[src/rtl/smc777_text_pixel_pkg.sv]
// Shared constants and types for the smc777 text-mode pixel generator.
// Cell geometry, fetch phases, attribute bit positions and GRB colours live here.
package smc777_text_pixel_pkg;

  localparam int unsigned CHAR_W     = 8;
  localparam int unsigned GLYPH_ROWS = 8;
  localparam int unsigned BLINK_BIT  = 5;
  localparam int unsigned FRAME_W    = 6;
  localparam int unsigned VRAM_AW    = 11;
  localparam int unsigned RA_W       = $clog2(GLYPH_ROWS);
  localparam int unsigned PH_W       = 4;

  localparam logic [PH_W-1:0] PH_LAST_80 = 4'd7;
  localparam logic [PH_W-1:0] PH_LAST_40 = 4'd15;
  localparam logic [PH_W-1:0] PH_VRAM    = 4'd0;
  localparam logic [PH_W-1:0] PH_PCG     = 4'd2;
  localparam logic [PH_W-1:0] PH_GLYPH   = 4'd4;

  localparam int unsigned ATTR_REV   = 3;
  localparam int unsigned ATTR_BLINK = 4;

  localparam logic [2:0] GRB_BLACK = 3'b000;

  typedef struct packed {
    logic [VRAM_AW-1:0] ma;
    logic [4:0]         ra;
    logic               de;
    logic               cursor;
    logic               hsync;
    logic               vsync;
  } crtc_sample_t;

  // Raster rows past the glyph height and non-displayed cells fetch an empty row.
  function automatic logic row_blank(input logic [4:0] ra, input logic de);
    return !de || (ra[4:RA_W] != '0);
  endfunction

endpackage

[src/rtl/smc777_pix_shift.sv]
// Glyph row serialiser: parallel load at the cell boundary, shift left towards the MSB.
// In 40-col mode it only shifts on odd phases so every pixel is shown twice.
module smc777_pix_shift
  import smc777_text_pixel_pkg::*;
(
  input  logic              clk,
  input  logic              reset,
  input  logic              ce,
  input  logic              load,
  input  logic              double_px,
  input  logic              odd_phase,
  input  logic [CHAR_W-1:0] data,
  output logic              msb
);

  logic [CHAR_W-1:0] sr_q;
  logic              shift_en;

  always_comb begin
    shift_en = ce && (!double_px || odd_phase);
  end

  always_ff @(posedge clk or posedge reset) begin
    if (reset) begin
      sr_q <= '0;
    end else if (load) begin
      sr_q <= data;
    end else if (shift_en) begin
      sr_q <= sr_q << 1;
    end
  end

  assign msb = sr_q[CHAR_W-1];

endmodule

[src/rtl/smc777_text_pixel.sv]
// Text-mode pixel generator behind the mc6845: character clock, VRAM/PCG fetch,
// attribute/blink/cursor/border colouring and sync re-timing by one cell.
module smc777_text_pixel
  import smc777_text_pixel_pkg::*;
(
  input  logic        clk,
  input  logic        reset,
  input  logic        ce_pix,
  input  logic        width80,
  input  logic [2:0]  border_col,
  output logic        char_ce,
  input  logic [13:0] crtc_ma,
  input  logic [4:0]  crtc_ra,
  input  logic        crtc_de,
  input  logic        crtc_cursor,
  input  logic        crtc_hsync,
  input  logic        crtc_vsync,
  output logic [10:0] vram_addr,
  input  logic [7:0]  vram_q,
  input  logic [7:0]  attr_q,
  output logic [10:0] pcg_addr,
  input  logic [7:0]  pcg_q,
  output logic [2:0]  rgb,
  output logic        de_out,
  output logic        hsync_out,
  output logic        vsync_out
);

  logic [PH_W-1:0]    phase_q, phase_d;
  logic               w80_q, w80_cur, ph_last;
  crtc_sample_t       samp_q;
  logic [7:0]         attr_f_q, glyph_q;
  logic [VRAM_AW-1:0] vram_addr_q, pcg_addr_q;
  logic [2:0]         fg_q;
  logic               de_q, hs_q, vs_q, valid_q;
  logic [FRAME_W-1:0] frame_q;
  logic [CHAR_W-1:0]  glyph_vis, load_bits;
  logic               pix_bit;
  logic               unused_bits;

  assign unused_bits = ^{crtc_ma[13:VRAM_AW], attr_f_q[7:5]};

  always_comb begin
    // Mode is taken fresh at phase 0 and held for the rest of the cell.
    w80_cur   = (phase_q == '0) ? width80 : w80_q;
    ph_last   = (phase_q == (w80_cur ? PH_LAST_80 : PH_LAST_40));
    phase_d   = ph_last ? '0 : phase_q + 1'b1;
    char_ce   = ce_pix && ph_last;
    glyph_vis = (attr_f_q[ATTR_BLINK] && frame_q[BLINK_BIT]) ? '0 : glyph_q;
    load_bits = glyph_vis ^ {CHAR_W{attr_f_q[ATTR_REV]}} ^ {CHAR_W{samp_q.cursor}};
  end

  always_ff @(posedge clk or posedge reset) begin
    if (reset) begin
      phase_q     <= '0;
      w80_q       <= 1'b1;
      samp_q      <= '0;
      vram_addr_q <= '0;
      pcg_addr_q  <= '0;
      attr_f_q    <= '0;
      glyph_q     <= '0;
      fg_q        <= GRB_BLACK;
      de_q        <= 1'b0;
      hs_q        <= 1'b0;
      vs_q        <= 1'b0;
      valid_q     <= 1'b0;
      frame_q     <= '0;
    end else begin
      if (ce_pix) begin
        phase_q <= phase_d;
        if (phase_q == '0) w80_q <= width80;
        case (phase_q)
          PH_VRAM:  vram_addr_q <= samp_q.ma;
          PH_PCG: begin
            attr_f_q   <= attr_q;
            pcg_addr_q <= {vram_q, samp_q.ra[RA_W-1:0]};
          end
          PH_GLYPH: glyph_q <= row_blank(samp_q.ra, samp_q.de) ? '0 : pcg_q;
          default:  ;
        endcase
      end
      if (char_ce) begin
        samp_q  <= '{ma: crtc_ma[VRAM_AW-1:0], ra: crtc_ra, de: crtc_de,
                     cursor: crtc_cursor, hsync: crtc_hsync, vsync: crtc_vsync};
        fg_q    <= attr_f_q[2:0];
        de_q    <= samp_q.de;
        hs_q    <= samp_q.hsync;
        vs_q    <= samp_q.vsync;
        valid_q <= 1'b1;
        if (crtc_vsync && !samp_q.vsync) frame_q <= frame_q + 1'b1;
      end
    end
  end

  smc777_pix_shift u_shift (
    .clk       (clk),
    .reset     (reset),
    .ce        (ce_pix),
    .load      (char_ce),
    .double_px (!w80_cur),
    .odd_phase (phase_q[0]),
    .data      (load_bits),
    .msb       (pix_bit)
  );

  // Nothing has been loaded into the output stage until the first cell boundary.
  always_comb begin
    if (!valid_q) begin
      rgb = GRB_BLACK;
    end else if (!de_q) begin
      rgb = border_col;
    end else begin
      rgb = pix_bit ? fg_q : GRB_BLACK;
    end
  end

  assign vram_addr = vram_addr_q;
  assign pcg_addr  = pcg_addr_q;
  assign de_out    = de_q;
  assign hsync_out = hs_q;
  assign vsync_out = vs_q;

endmodule

[config.mk]
export PLATFORM = sky130hd
export DESIGN_NAME = smc777_text_pixel
export DESIGN_NICKNAME = d
export VERILOG_FILES = /design/src/rtl/smc777_text_pixel_pkg.sv /design/src/rtl/smc777_pix_shift.sv /design/src/rtl/smc777_text_pixel.sv
export SDC_FILE = /design/constraint.sdc
export NUM_CORES = 1
export LEC_CHECK = 0
export BUFFER_PORTS_ARGS = -buffer_cell sky130_fd_sc_hd__buf_2
export CAP_MARGIN = 20
export CELL_PAD_IN_SITES_DETAIL_PLACEMENT = 1
export CELL_PAD_IN_SITES_GLOBAL_PLACEMENT = 1
export CORE_MARGIN = 2
export CORE_UTILIZATION = 43
export DETAILED_ROUTE_END_ITERATION = 8
export GPL_TIMING_DRIVEN = 0
export PLACE_DENSITY_LB_ADDON = 0.1
export SYNTH_ARGS = -nofsm -noshare
export SYNTH_HDL_FRONTEND = slang
export SYNTH_HIERARCHICAL = 1
export SYNTH_SLANG_ARGS = --single-unit
[constraint.sdc]
create_clock -name clk -period 3.2 [get_ports clk]
set_input_delay 0.64 -clock clk [delete_from_list [all_inputs] [get_ports clk]]
set_output_delay 0.64 -clock clk [all_outputs]
set_load 0.005 [all_outputs]
# After elaboration in Yosys (flattened, before gate mapping)
# Index checks and enable logic that the tools add are counted.
[totals] reg_bits=81 input_bits=54 out_inout_bits=29
[classes] addsub=2 n_eq_ne=3 mux=10 bitwise=2 n_reduce_logical=15
[ops] operator="$mux 8" n=4
[ops] operator="$xor 8x8->8" n=2
[ops] operator="$mux 3" n=3
[ops] operator="$mux 4" n=2
[ops] operator="$reduce_and 2->1" n=4
[ops] operator="$add 6x1->6 const B" n=1
[ops] operator="$add 4x1->4 const B" n=1
[ops] operator="$eq 4x2->1 const B" n=1
[ops] operator="$eq 4x3->1 const B" n=1
[ops] operator="$eq 4x4->1" n=1
[ops] operator="$logic_and 1x1->1" n=4
[ops] operator="$logic_not 4->1" n=1
[ops] operator="$reduce_bool 2->1" n=2
[ops] operator="$logic_not 1->1" n=2
[ops] operator="$logic_or 1x1->1" n=2
[ops] operator="$mux 1" n=1

# Longest topological paths before layout
# Gate-level depths: netlist (run 1).
[logic_depth] depth_word=6 mapped_depth=11

# Hierarchy
# Netlist (run 1), hierarchy kept.
[by_module_without_submodules] module="smc777_text_pixel" instances=1 cells_per_inst=221 area_each_um2=3194.3
[by_module_without_submodules] module="smc777_pix_shift" instances=1 cells_per_inst=40 area_each_um2=436.7

# Least setup slack after synthesis (run 1)
# Ideal clock, no wire load.
[synth_path] kind="register to register" from="register phase_q[0]" to="register u_shift.sr_q[3]" setup_ns=0.126 arrival_ns=2.353 path_slack_ns=0.721 path_stages_with_launch=12 synth_period_minus_slack_ns=2.479 cell_sequence="dfrtp_1 -> inv_1 -> ha_1 -> nor2b_2 -> mux2i_4 -> nand4_4 -> buf_6 -> inv_1 -> buf_2 -> nor2b_1 -> and3_2 -> a221o_1"
[synth_between] elab_chain_len=6 elab_cells_between_ends=9 cone_classes="eq/ne (1); mux (3); reduce/logical (5)"
[synth_lines] item="from (decl)" line_no="smc777_text_pixel.sv:29" text="logic [PH_W-1:0] phase_q, phase_d;"
[synth_lines] item="from (signal assigned)" line_no="smc777_text_pixel.sv:70" text="phase_q <= phase_d;"
[synth_lines] item="$logic_not 4->1" line_no="smc777_text_pixel.sv:45" text="w80_cur = (phase_q == '0) ? width80 : w80_q;"
[synth_lines] item="$mux 1"
[synth_lines] item="$mux 4" line_no="smc777_text_pixel.sv:46" text="ph_last = (phase_q == (w80_cur ? PH_LAST_80 : PH_LAST_40));"
[synth_lines] item="$eq 4x4->1 *" line_no="smc777_text_pixel.sv:46"
[synth_lines] item="$logic_and 1x1->1 *" line_no="smc777_text_pixel.sv:48" text="char_ce = ce_pix && ph_last;"
[synth_lines] item="via char_ce" line_no="smc777_text_pixel.sv:11" text="output logic char_ce,"
[synth_lines] item="$mux 8 or $reduce_bool 2->1 (tied branches)"
[synth_lines] item="to (signal assigned)" line_no="smc777_pix_shift.sv:27" text="sr_q <= data;"
[synth_lines] item="to (signal assigned)" line_no="smc777_pix_shift.sv:29" text="sr_q <= sr_q << 1;"
[synth_lines] item="to (decl)" line_no="smc777_pix_shift.sv:16" text="logic [CHAR_W-1:0] sr_q;"
# The timed path passes the listed nets; every way through them passes the cells marked *.
# A chain may end at the register's enable or synchronous reset.

# Worst setup path in the final report (run 1)
[layout_path] from="register phase_q[0]" to="output char_ce"
[layout_between] elab_chain_len=5
[layout_lines] item="$logic_not 4->1" line_no="smc777_text_pixel.sv:45"
[layout_lines] item="$mux 1"
[layout_lines] item="$mux 4" line_no="smc777_text_pixel.sv:46"
[layout_lines] item="$eq 4x4->1 *" line_no="smc777_text_pixel.sv:46"
[layout_lines] item="$logic_and 1x1->1 *" line_no="smc777_text_pixel.sv:48"
[layout_lines] item="to (decl)" line_no="smc777_text_pixel.sv:11"
# Every way passes the cells marked *; elsewhere a longest branch is shown, timed or not.

==> results.json, run 1 <==
{
  "status": "finished clean",
  "die_y_um": 95.89,
  "postCtsHoldBufs": 0,
  "synth-edff-count": 0,
  "cp_common_cell": "inv_1",
  "die_area_mm2": 0.009195,
  "path_cells": "inv_1 -> ha_1 -> nor2b_2 -> mux2i_4 -> nand4_4 -> buf_6 -> inv_1 -> buf_2",
  "cpMaxStageDelayCell": "dfrtp_1",
  "synth_cell_types": 40,
  "grt_pass1_wl_mm": 11.93,
  "viasPerCell": 5.089,
  "critPathMaxStageDelay_ns": 0.43,
  "crit_required_ns": 2.56,
  "fp.dieW_um": 95.89,
  "setup_violations": 0,
  "grt_usage": 0.1704,
  "crit_path_start_kind": "flop",
  "vias": 2356,
  "row_count": 33,
  "fin_setup_tns_ns": 0,
  "synthArstFlopShare": 1.000,
  "setup.worst_path.end_class": "output port",
  "antenna_found_initial": 1,
  "wl_per_cell_um": 15.98,
  "synthTopCellsByArea": "dfrtp_1, mux2_2, mux2_4",
  "drtIter0Drc": 90,
  "synth_seq_area_share": 0.5586,
  "core-area_mm2": 0.008217,
  "cts_resized": 0,
  "criticalPathCategory": "reg -> out",
  "muxShareOfSynthArea": 0.2009,
  "synthCells": 261,
  "synth_top_area_frac": 0.5513,
  "slew_violations": 0,
  "crit_family": "buffers and inverters",
  "drcViolationCount": 0,
  "yosys_warnings": 6,
  "synth_area_mm2": 0.003631,
  "cts-buffers-inserted": 9,
  "period_share": 0.9159,
  "first_global_vias": 2435,
  "layout.core_utilization": 0.5345,
  "final_cells": 463,
  "setup_ws_ns": 0.2691,
  "synth_top_flop_cell": "dfrtp_1",
  "synth_compound_area_frac": 0.05961,
  "h-tree-depth": 3,
  "tritoncts": "built",
  "period_needed_ns": 2.931,
  "yosysTopAreaCell": "dfrtp_1",
  "synthAdderAreaFrac": 0.01378,
  "cellPowerDensity_mw_per_mm2": 804.5,
  "fill_cells": 886,
  "grt.overflow.total": 0,
  "final_nets": 411,
  "placed_cells": 443,
  "clk_path_buf_depth": 2,
  "dp_slack_ns": 0.3345,
  "synth_xor_xnor_area_share": 0.03859,
  "start_util": 0.4419,
  "routed_wl_mm": 7.401,
  "max-vdd-ir-drop_mv": 0.3426,
  "drt_pass1_iterations": 4,
  "synth_top_family_by_area": "multiplexers",
  "ys_ff_latch": 81,
  "grt_max_degree": 73,
  "hold_path.class": "in -> async",
  "io_buffers": 76,
  "worst_pin_slew_ns": 0.9465,
  "hold_slack_ns": 0.1622,
  "critPathBufInv": 4,
  "maxCapViolCount": 0,
  "synth.most_common_cell": "dfrtp_1",
  "worstPathMaxFanout": 10,
  "max_freq_mhz": 341.2,
  "slew_headroom": 0.3645,
  "p_leak_nw": 2.248,
  "yosys-top-cells-count": "dfrtp_1, mux2_2, nand2_1",
  "clk_latency_ns": 0.34,
  "syn_area_per_cell_um2": 13.91,
  "areaGrowthSynthToFinish_pct": 20.95,
  "skew_ns": 0.008001,
  "final_hold_viol_count": 0,
  "root_buffer": "clkbuf_8",
  "gp_congestion": 0.7547,
  "drive_gt1_frac": 0.4777,
  "clk_pin_slew_ns": 0.09,
  "yosys.area_share.simple": 0.1048,
  "cts.sinks": 81,
  "dp_hpwl_mm": 5.317,
  "ios": 83,
  "diodes": 0,
  "arrival_ns": 2.29,
  "syn_nets": 319,
  "final_antenna_net_count": 0,
  "rsz0062_at_grt": "false"
}
power by group:
part | internal, mW | switching, mW | total (mW) | leakage, nW
clock network | 0.313 | 0.391 | 0.704 | 0.0935
logic | 0.687 | 0.486 | 1.17 | 1.10
registers | 1.42 | 0.240 | 1.66 | 1.05
total | 2.42 | 1.12 | 3.53 | 2.25
final cells by class:
cell class	count	area, um^2	area share
plain buffers	10	67.56	0.01538
clock buffers	10	137.6	0.03134
clock inverters	6	51.30	0.01168
inverters	5	21.27	0.004843
multi-input cells	165	1516	0.3453
flip-flops and latches	81	2028	0.4618
well taps	105	131.4	0.02991
repair buffers	81	437.9	0.09972
worst paths after layout:
path,from,end,slack (ns),cells after the start
setup reg to reg,phase_q[0]$_DFFE_PP0P_,u_shift/sr_q[3]$_DFFE_PP0P_,0.50,11
hold reg to reg,frame_q[4]$_DFFE_PP0P_,frame_q[4]$_DFFE_PP0P_,0.48,1
hold / removal,reset,valid_q$_DFFE_PP0P_,0.16,2
max in group asynchronous,reset,w80_q$_DFFE_PP1P_,2.49,3
setup / recovery,phase_q[0]$_DFFE_PP0P_,char_ce,0.27,8
min in group clk,frame_q[4]$_DFFE_PP0P_,frame_q[4]$_DFFE_PP0P_,0.48,1
registers in the layout, indices dropped and copies added (netlist names):
name,flops
attr_f_q,5
phase_q,4
glyph_q,8
frame_q,6
samp_q,20
vsync_out,1
hsync_out,1
w80_q,1
fg_q,3
valid_q,1
u_shift/sr_q,8
vram_addr,11
de_out,1
pcg_addr,11
layout by cell type, fill, tap and decap left out, types with 5 or more instances in the layout:
cell type	instances
buf_2	82
dfrtp_1	80
mux2_2	37
nand2_1	19
mux2_4	18
clkbuf_8	10
a22o_1	9
xnor2_1	8
xor2_1	8
nand2b_1	8
a221o_1	6
nor2b_1	5
through the flow:
step                      cell area, um^2  power, mW
after global placement               4143      2.794
after floorplan                      3631      2.472
after detailed placement             4173      2.857
final                                4392      3.533
after CTS                            4362      3.573
after global routing                 4392      3.778
cell families after synthesis:
family,Yosys count
and+or+nand+nor,60
muxes,58
DFF,81
buffers and inverters,15
adders and majority gates,4
AOI/OAI and AO/OA,27
xor gates and xnor gates,16
layer usage:
| layer | GRT usage | vias up | part of all wire |
|---|---|---|---|
| met4 | 0.06905 | 2 | 0.0070 |
| li1 | - | 1103 | - |
| met1 | 0.2258 | 1192 | 0.46 |
| met2 | 0.2692 | 53 | 0.48 |
| met3 | 0.04150 | 6 | 0.050 |
| met5 | 0 | - | 0.0018 |
what timing repair did:
item | 4_1_cts | 5_1_grt
hold endpoints to repair | 0 | 0
setup buffers | 0 | 4
setup endpoints to repair | 0 | 1
Note: power is estimated with default switching activity, not from simulation.
==> run 2, diff against run 1 <==
BUFFER_PORTS_ARGS = unset   (was -buffer_cell sky130_fd_sc_hd__buf_2)
CORE_UTILIZATION = 46   (was 43)
DONT_BUFFER_PORTS = 1   (was unset)
clock period = 2.46 ns   (was 3.2 ns; I/O delays follow)
==> run 2 against run 1 <==
Against the previous run: utilization fell by 0.50 points; critical path depth down 1; cell count fell by 17%; clock skew up 0.0051 ns; first-iteration DRC count fell by 66%; count of clock-buffer cells in the layout is 1 lower; sequential power is 33% higher; die area fell by 6.3%; worst hold slack improved by 0.063 ns; critical endpoint unchanged.
==> results.json, run 2 (synthesized netlist as in run 1, its figures left out) <==
{
  "cts-buffers-inserted": 9,
  "arrival_ns": 1.84,
  "crit_family": "flip-flops",
  "vias": 2063,
  "drcViolationCount": 0,
  "placed_cells": 364,
  "period_needed_ns": 2.332,
  "max-vdd-ir-drop_mv": 0.4574,
  "antenna_found_initial": 0,
  "start_util": 0.4723,
  "setup_violations": 0,
  "row_count": 32,
  "core-area_mm2": 0.007687,
  "grt_usage": 0.1766,
  "cp_common_cell": "inv_1",
  "final_nets": 337,
  "root_buffer": "clkbuf_8",
  "slew_headroom": 0.3551,
  "final_antenna_net_count": 0,
  "rsz0062_at_grt": "false",
  "drtIter0Drc": 31,
  "grt_max_degree": 73,
  "ios": 83,
  "period_share": 0.9482,
  "skew_ns": 0.01308,
  "crit_required_ns": 1.97,
  "final_hold_viol_count": 0,
  "fp.dieW_um": 92.85,
  "drt_pass1_iterations": 3,
  "clk_latency_ns": 0.36,
  "finalInstanceArea_mm2": 0.004070,
  "first_global_vias": 2293,
  "layout_common_cells": "dfrtp_1, mux2_2, nand2_1",
  "fill_cells": 790,
  "critPathMaxStageDelay_ns": 0.39,
  "viasPerCell": 5.345,
  "regMostFlops": "samp_q",
  "cellPowerDensity_mw_per_mm2": 1119,
  "crit_path_start_kind": "flop",
  "post_dp_cell_area_mm2": 0.003794,
  "worstPathMaxFanout": 4,
  "max_freq_mhz": 428.7,
  "slew_violations": 0,
  "status": "finished clean",
  "critPathBufInv": 3,
  "setup.worst_path.end_class": "output port",
  "hold_path.class": "in -> reg",
  "routed_wl_mm": 7.059,
  "maxCapViolCount": 0,
  "criticalPathCategory": "reg -> out",
  "dp_hpwl_mm": 5.026,
  "grt.overflow.total": 0,
  "areaGrowthSynthToFinish_pct": 12.10,
  "diodes": 0,
  "die_y_um": 92.85,
  "path_cells": "inv_1 -> ha_4 -> nor2b_4 -> mux2i_4 -> nand4_4 -> buf_12 -> inv_1",
  "h-tree-depth": 3,
  "final_cells": 386,
  "clk_pin_slew_ns": 0.08,
  "wl_per_cell_um": 18.29,
  "grt_pass1_wl_mm": 11.66,
  "cpMaxStageDelayCell": "dfrtp_1",
  "drive_gt1_frac": 0.3451,
  "gp_congestion": 0.7530,
  "io_buffers": 0,
  "cts.sinks": 81,
  "largest_reg_flops": 20,
  "die_area_mm2": 0.008620,
  "worst_pin_slew_ns": 0.9605,
  "tritoncts": "built",
  "p_leak_nw": 1.939,
  "final_common_cell": "dfrtp_1",
  "clk_path_buf_depth": 2
}
## run 2: path summary, 6_finish.rpt
path	start	endpoint	slack, ns	cells after the start
hold reg to reg	frame_q[5]$_DFFE_PP0P_	frame_q[5]$_DFFE_PP0P_	0.48	1
setup / recovery	phase_q[1]$_DFFE_PP0P_	char_ce	0.13	7
hold / removal	ce_pix	phase_q[0]$_DFFE_PP0P_	0.23	1
max in group asynchronous	reset	w80_q$_DFFE_PP1P_	1.42	3
setup reg to reg	phase_q[1]$_DFFE_PP0P_	u_shift/sr_q[3]$_DFFE_PP0P_	0.19	11
min in group asynchronous	reset	valid_q$_DFFE_PP0P_	0.49	2
## run 2: repair_timing
item / 4_1_cts / 5_1_grt
buffers inserted: 4 / 1
hold buffers: 1 / 0
resized for setup: 3 / 4
endpoints found under the setup margin: 9 / 6
pin swaps: 1 / 0
hold endpoints to repair: 9 / 0
## run 2: report_power, final
group	internal (mW)	switching, mW
Clock	0.487	0.526
Sequential	1.85	0.365
Combinational	0.786	0.544
## run 2: through the flow
| step | total power [mW] | util | setup TNS, ns | worst slack [ns] | hold slack, ns |
|---|---|---|---|---|---|
| 3_3_place_gp | 3.459 | 0.4896 | -52.96 | -0.7131 | 0.3550 |
| 6_report | 4.554 | 0.5295 | 0 | 0.1275 | 0.2257 |
| 4_1_cts | 4.612 | 0.5262 | 0 | 0.01869 | 0.2031 |
| 5_1_grt | 4.860 | 0.5295 | 0 | 0.03717 | 0.1993 |
| 2_1_floorplan | 3.224 | - | 0 | 0.01485 | 0.3077 |
| 3_5_place_dp | 3.532 | 0.4935 | -2.237 | -0.3574 | 0.2338 |
## run 2: routing by layer
layer  part of all wire  vias to the layer above  track usage  wire, um
met5                  0                        -            0         0
met4              0.021                        0      0.07108       149
met3              0.049                       11      0.04882       347
met2               0.50                       50       0.2917      3544
met1               0.43                     1045       0.2194      3017
li1                   -                      957            -         -
## run 2: layout make-up
| cell class | count | area, um^2 | area share |
|---|---|---|---|
| repair buffers | 7 | 75.07 | 0.01844 |
| clock inverters | 7 | 81.33 | 0.01998 |
| plain buffers | 10 | 78.83 | 0.01937 |
| well taps | 102 | 127.6 | 0.03136 |
| multi-input cells | 165 | 1534 | 0.3769 |
| inverters | 5 | 21.27 | 0.005226 |
| flip-flops and latches | 81 | 2028 | 0.4983 |
| clock buffers | 9 | 123.9 | 0.03043 |
==> run 3, diff against run 2 <==
--- a/config.mk
+++ b/config.mk
@@ -10,5 +10,5 @@
 export CELL_PAD_IN_SITES_GLOBAL_PLACEMENT = 1
 export CORE_MARGIN = 2
-export CORE_UTILIZATION = 46
+export CORE_UTILIZATION = 54
 export DETAILED_ROUTE_END_ITERATION = 8
 export DONT_BUFFER_PORTS = 1
==> constraint.sdc (replaced) <==
create_clock -name clk -period 3 [get_ports clk]
set_input_delay 0.6 -clock clk [delete_from_list [all_inputs] [get_ports clk]]
set_output_delay 0.6 -clock clk [all_outputs]
set_load 0.05 [all_outputs]
==> run 3 against run 2 <==
Against the previous run: clock skew down 0.0030 ns; cell count decreased by 7.5%; power fell by 3.4%; first-iteration DRC count up 130%; global-route usage grew 3.9 points; utilization increased by 9.7 points; combinational power decreased by 14%; critical path type unchanged; critical endpoint unchanged.
==> results.json, run 3 (synthesized netlist as in run 1, its figures left out) <==
{
  "grt_pass1_wl_mm": 11.99,
  "drive_gt1_frac": 0.3357,
  "cellPowerDensity_mw_per_mm2": 1093,
  "clk_path_buf_depth": 2,
  "crit_required_ns": 2.40,
  "viasPerCell": 5.840,
  "setup_violations": 0,
  "crit_path_start_kind": "flop",
  "setup.worst_path.end_class": "output port",
  "grt.overflow.total": 0,
  "maxCapViolCount": 0,
  "final_nets": 334,
  "worstPathMaxFanout": 10,
  "clk_latency_ns": 0.36,
  "fp.dieW_um": 86,
  "start_util": 0.5654,
  "rsz0062_at_grt": "false",
  "vias": 2085,
  "skew_ns": 0.01010,
  "slew_headroom": 0.3195,
  "die_y_um": 86,
  "areaGrowthSynthToFinish_pct": 10.82,
  "drcViolationCount": 0,
  "core-area_mm2": 0.006422,
  "total_power_mw": 4.397,
  "postCtsHoldBufs": 0,
  "final_antenna_net_count": 0,
  "gp_congestion": 0.7618,
  "clk_pin_slew_ns": 0.08,
  "first_global_vias": 2272,
  "drt_pass1_iterations": 4,
  "period_needed_ns": 2.808,
  "grt_max_degree": 74,
  "layout_common_cells": "dfrtp_1, mux2_2, nand2_1",
  "regMostFlops": "samp_q",
  "diodes": 0,
  "antenna_found_initial": 0,
  "p_leak_nw": 1.929,
  "routed_wl_mm": 7.433,
  "cts.sinks": 81,
  "finalInstanceArea_mm2": 0.004024,
  "drtIter0Drc": 72,
  "ios": 83,
  "grt_usage": 0.2161,
  "hold_path.class": "in -> async",
  "tritoncts": "built",
  "root_buffer": "clkbuf_8",
  "post_dp_cell_area_mm2": 0.003757,
  "die_area_mm2": 0.007396,
  "max_freq_mhz": 356.1,
  "largest_reg_flops": 20,
  "dp_hpwl_mm": 5.036,
  "io_buffers": 0,
  "criticalPathCategory": "reg -> out",
  "fin_setup_tns_ns": 0,
  "h-tree-depth": 3,
  "period_share": 0.9361,
  "status": "finished clean",
  "final_common_cell": "dfrtp_1",
  "max-vdd-ir-drop_mv": 0.6808,
  "arrival_ns": 2.21,
  "cts-buffers-inserted": 9,
  "final_hold_viol_count": 0,
  "worst_pin_slew_ns": 1.019,
  "wl_per_cell_um": 20.82,
  "row_count": 29,
  "slew_violations": 0,
  "hold_slack_ns": 0.07188
}
==> run 3: cell types whose count changed in the layout (fill, tap and decap cells not counted), moves of 2 or more <==
cell	change
bufinv_16	+2
clkinv_4	+2
buf_4	-3
inv_6	-4
a21boi_0	-3
a21boi_1	+3
==> run 3: path summary, 6_finish.rpt <==
| path | slack (ns) | end | from | cells after the start |
|---|---|---|---|---|
| min in group clk | 0.33 | phase_q[0]$_DFFE_PP0P_ | ce_pix | 1 |
| hold / removal | 0.07 | u_shift/sr_q[1]$_DFFE_PP0P_ | reset | 1 |
| max in group asynchronous | 2.50 | w80_q$_DFFE_PP1P_ | reset | 2 |
| hold reg to reg | 0.48 | frame_q[5]$_DFFE_PP0P_ | frame_q[5]$_DFFE_PP0P_ | 1 |
| setup reg to reg | 0.25 | u_shift/sr_q[3]$_DFFE_PP0P_ | phase_q[0]$_DFFE_PP0P_ | 11 |
| setup / recovery | 0.19 | char_ce | phase_q[0]$_DFFE_PP0P_ | 7 |
==> run 3: worst max-delay path, cell delays in order (launching register included) <==
cell and delay (ns):
dfrtp_1 0.42, inv_1 0.13, ha_1 0.23, nor2b_2 0.22, mux2i_4 0.31, nand4_4 0.14
buf_6 0.20, clkinvlp_4 0.21
==> run 3: stage by stage <==
step | worst slack [ns] | std cells | util
floorplan | 0.1782 | 261 | -
global placement | -0.2364 | 338 | 0.5804
detailed placement | -0.1537 | 339 | 0.5850
CTS | 0.1140 | 355 | 0.6242
global route | 0.05146 | 357 | 0.6265
finish | 0.1918 | 357 | 0.6265
==> run 3: layout make-up <==
class                           count  area, um^2
Fill cell                         612        2399
Sequential cell                    81        2028
Multi-Input combinational cell    165        1516
Clock buffer                        9       123.9
Clock inverter                      6       116.4
Tap cell                           77       96.34
Buffer                             10       67.56
Timing Repair Buffer                4       50.05
Inverter                            5       25.02
==> run 3: where the power goes <==
part | internal [mW] | switching [mW]
Clock | 0.554 | 0.408
Sequential | 1.50 | 0.791
Combinational | 0.623 | 0.518
Total | 2.68 | 1.72
==> run 3: repair_timing <==
action                                  in CTS  in global routing
gates cloned                                 0                  0
buffers inserted                             1                  2
resized for setup                            1                  0
endpoints found under the setup margin       8                  1
pin swaps                                    1                  0
==> run 3: routing by layer <==
metal  GRT usage  share of wire  vias to the layer above
met2      0.3665           0.52                       53
met3     0.05294          0.051                       10
met1      0.2633           0.41                     1071
met5           0              0                        -
li1            -              -                      951
met4     0.09091          0.018                        0
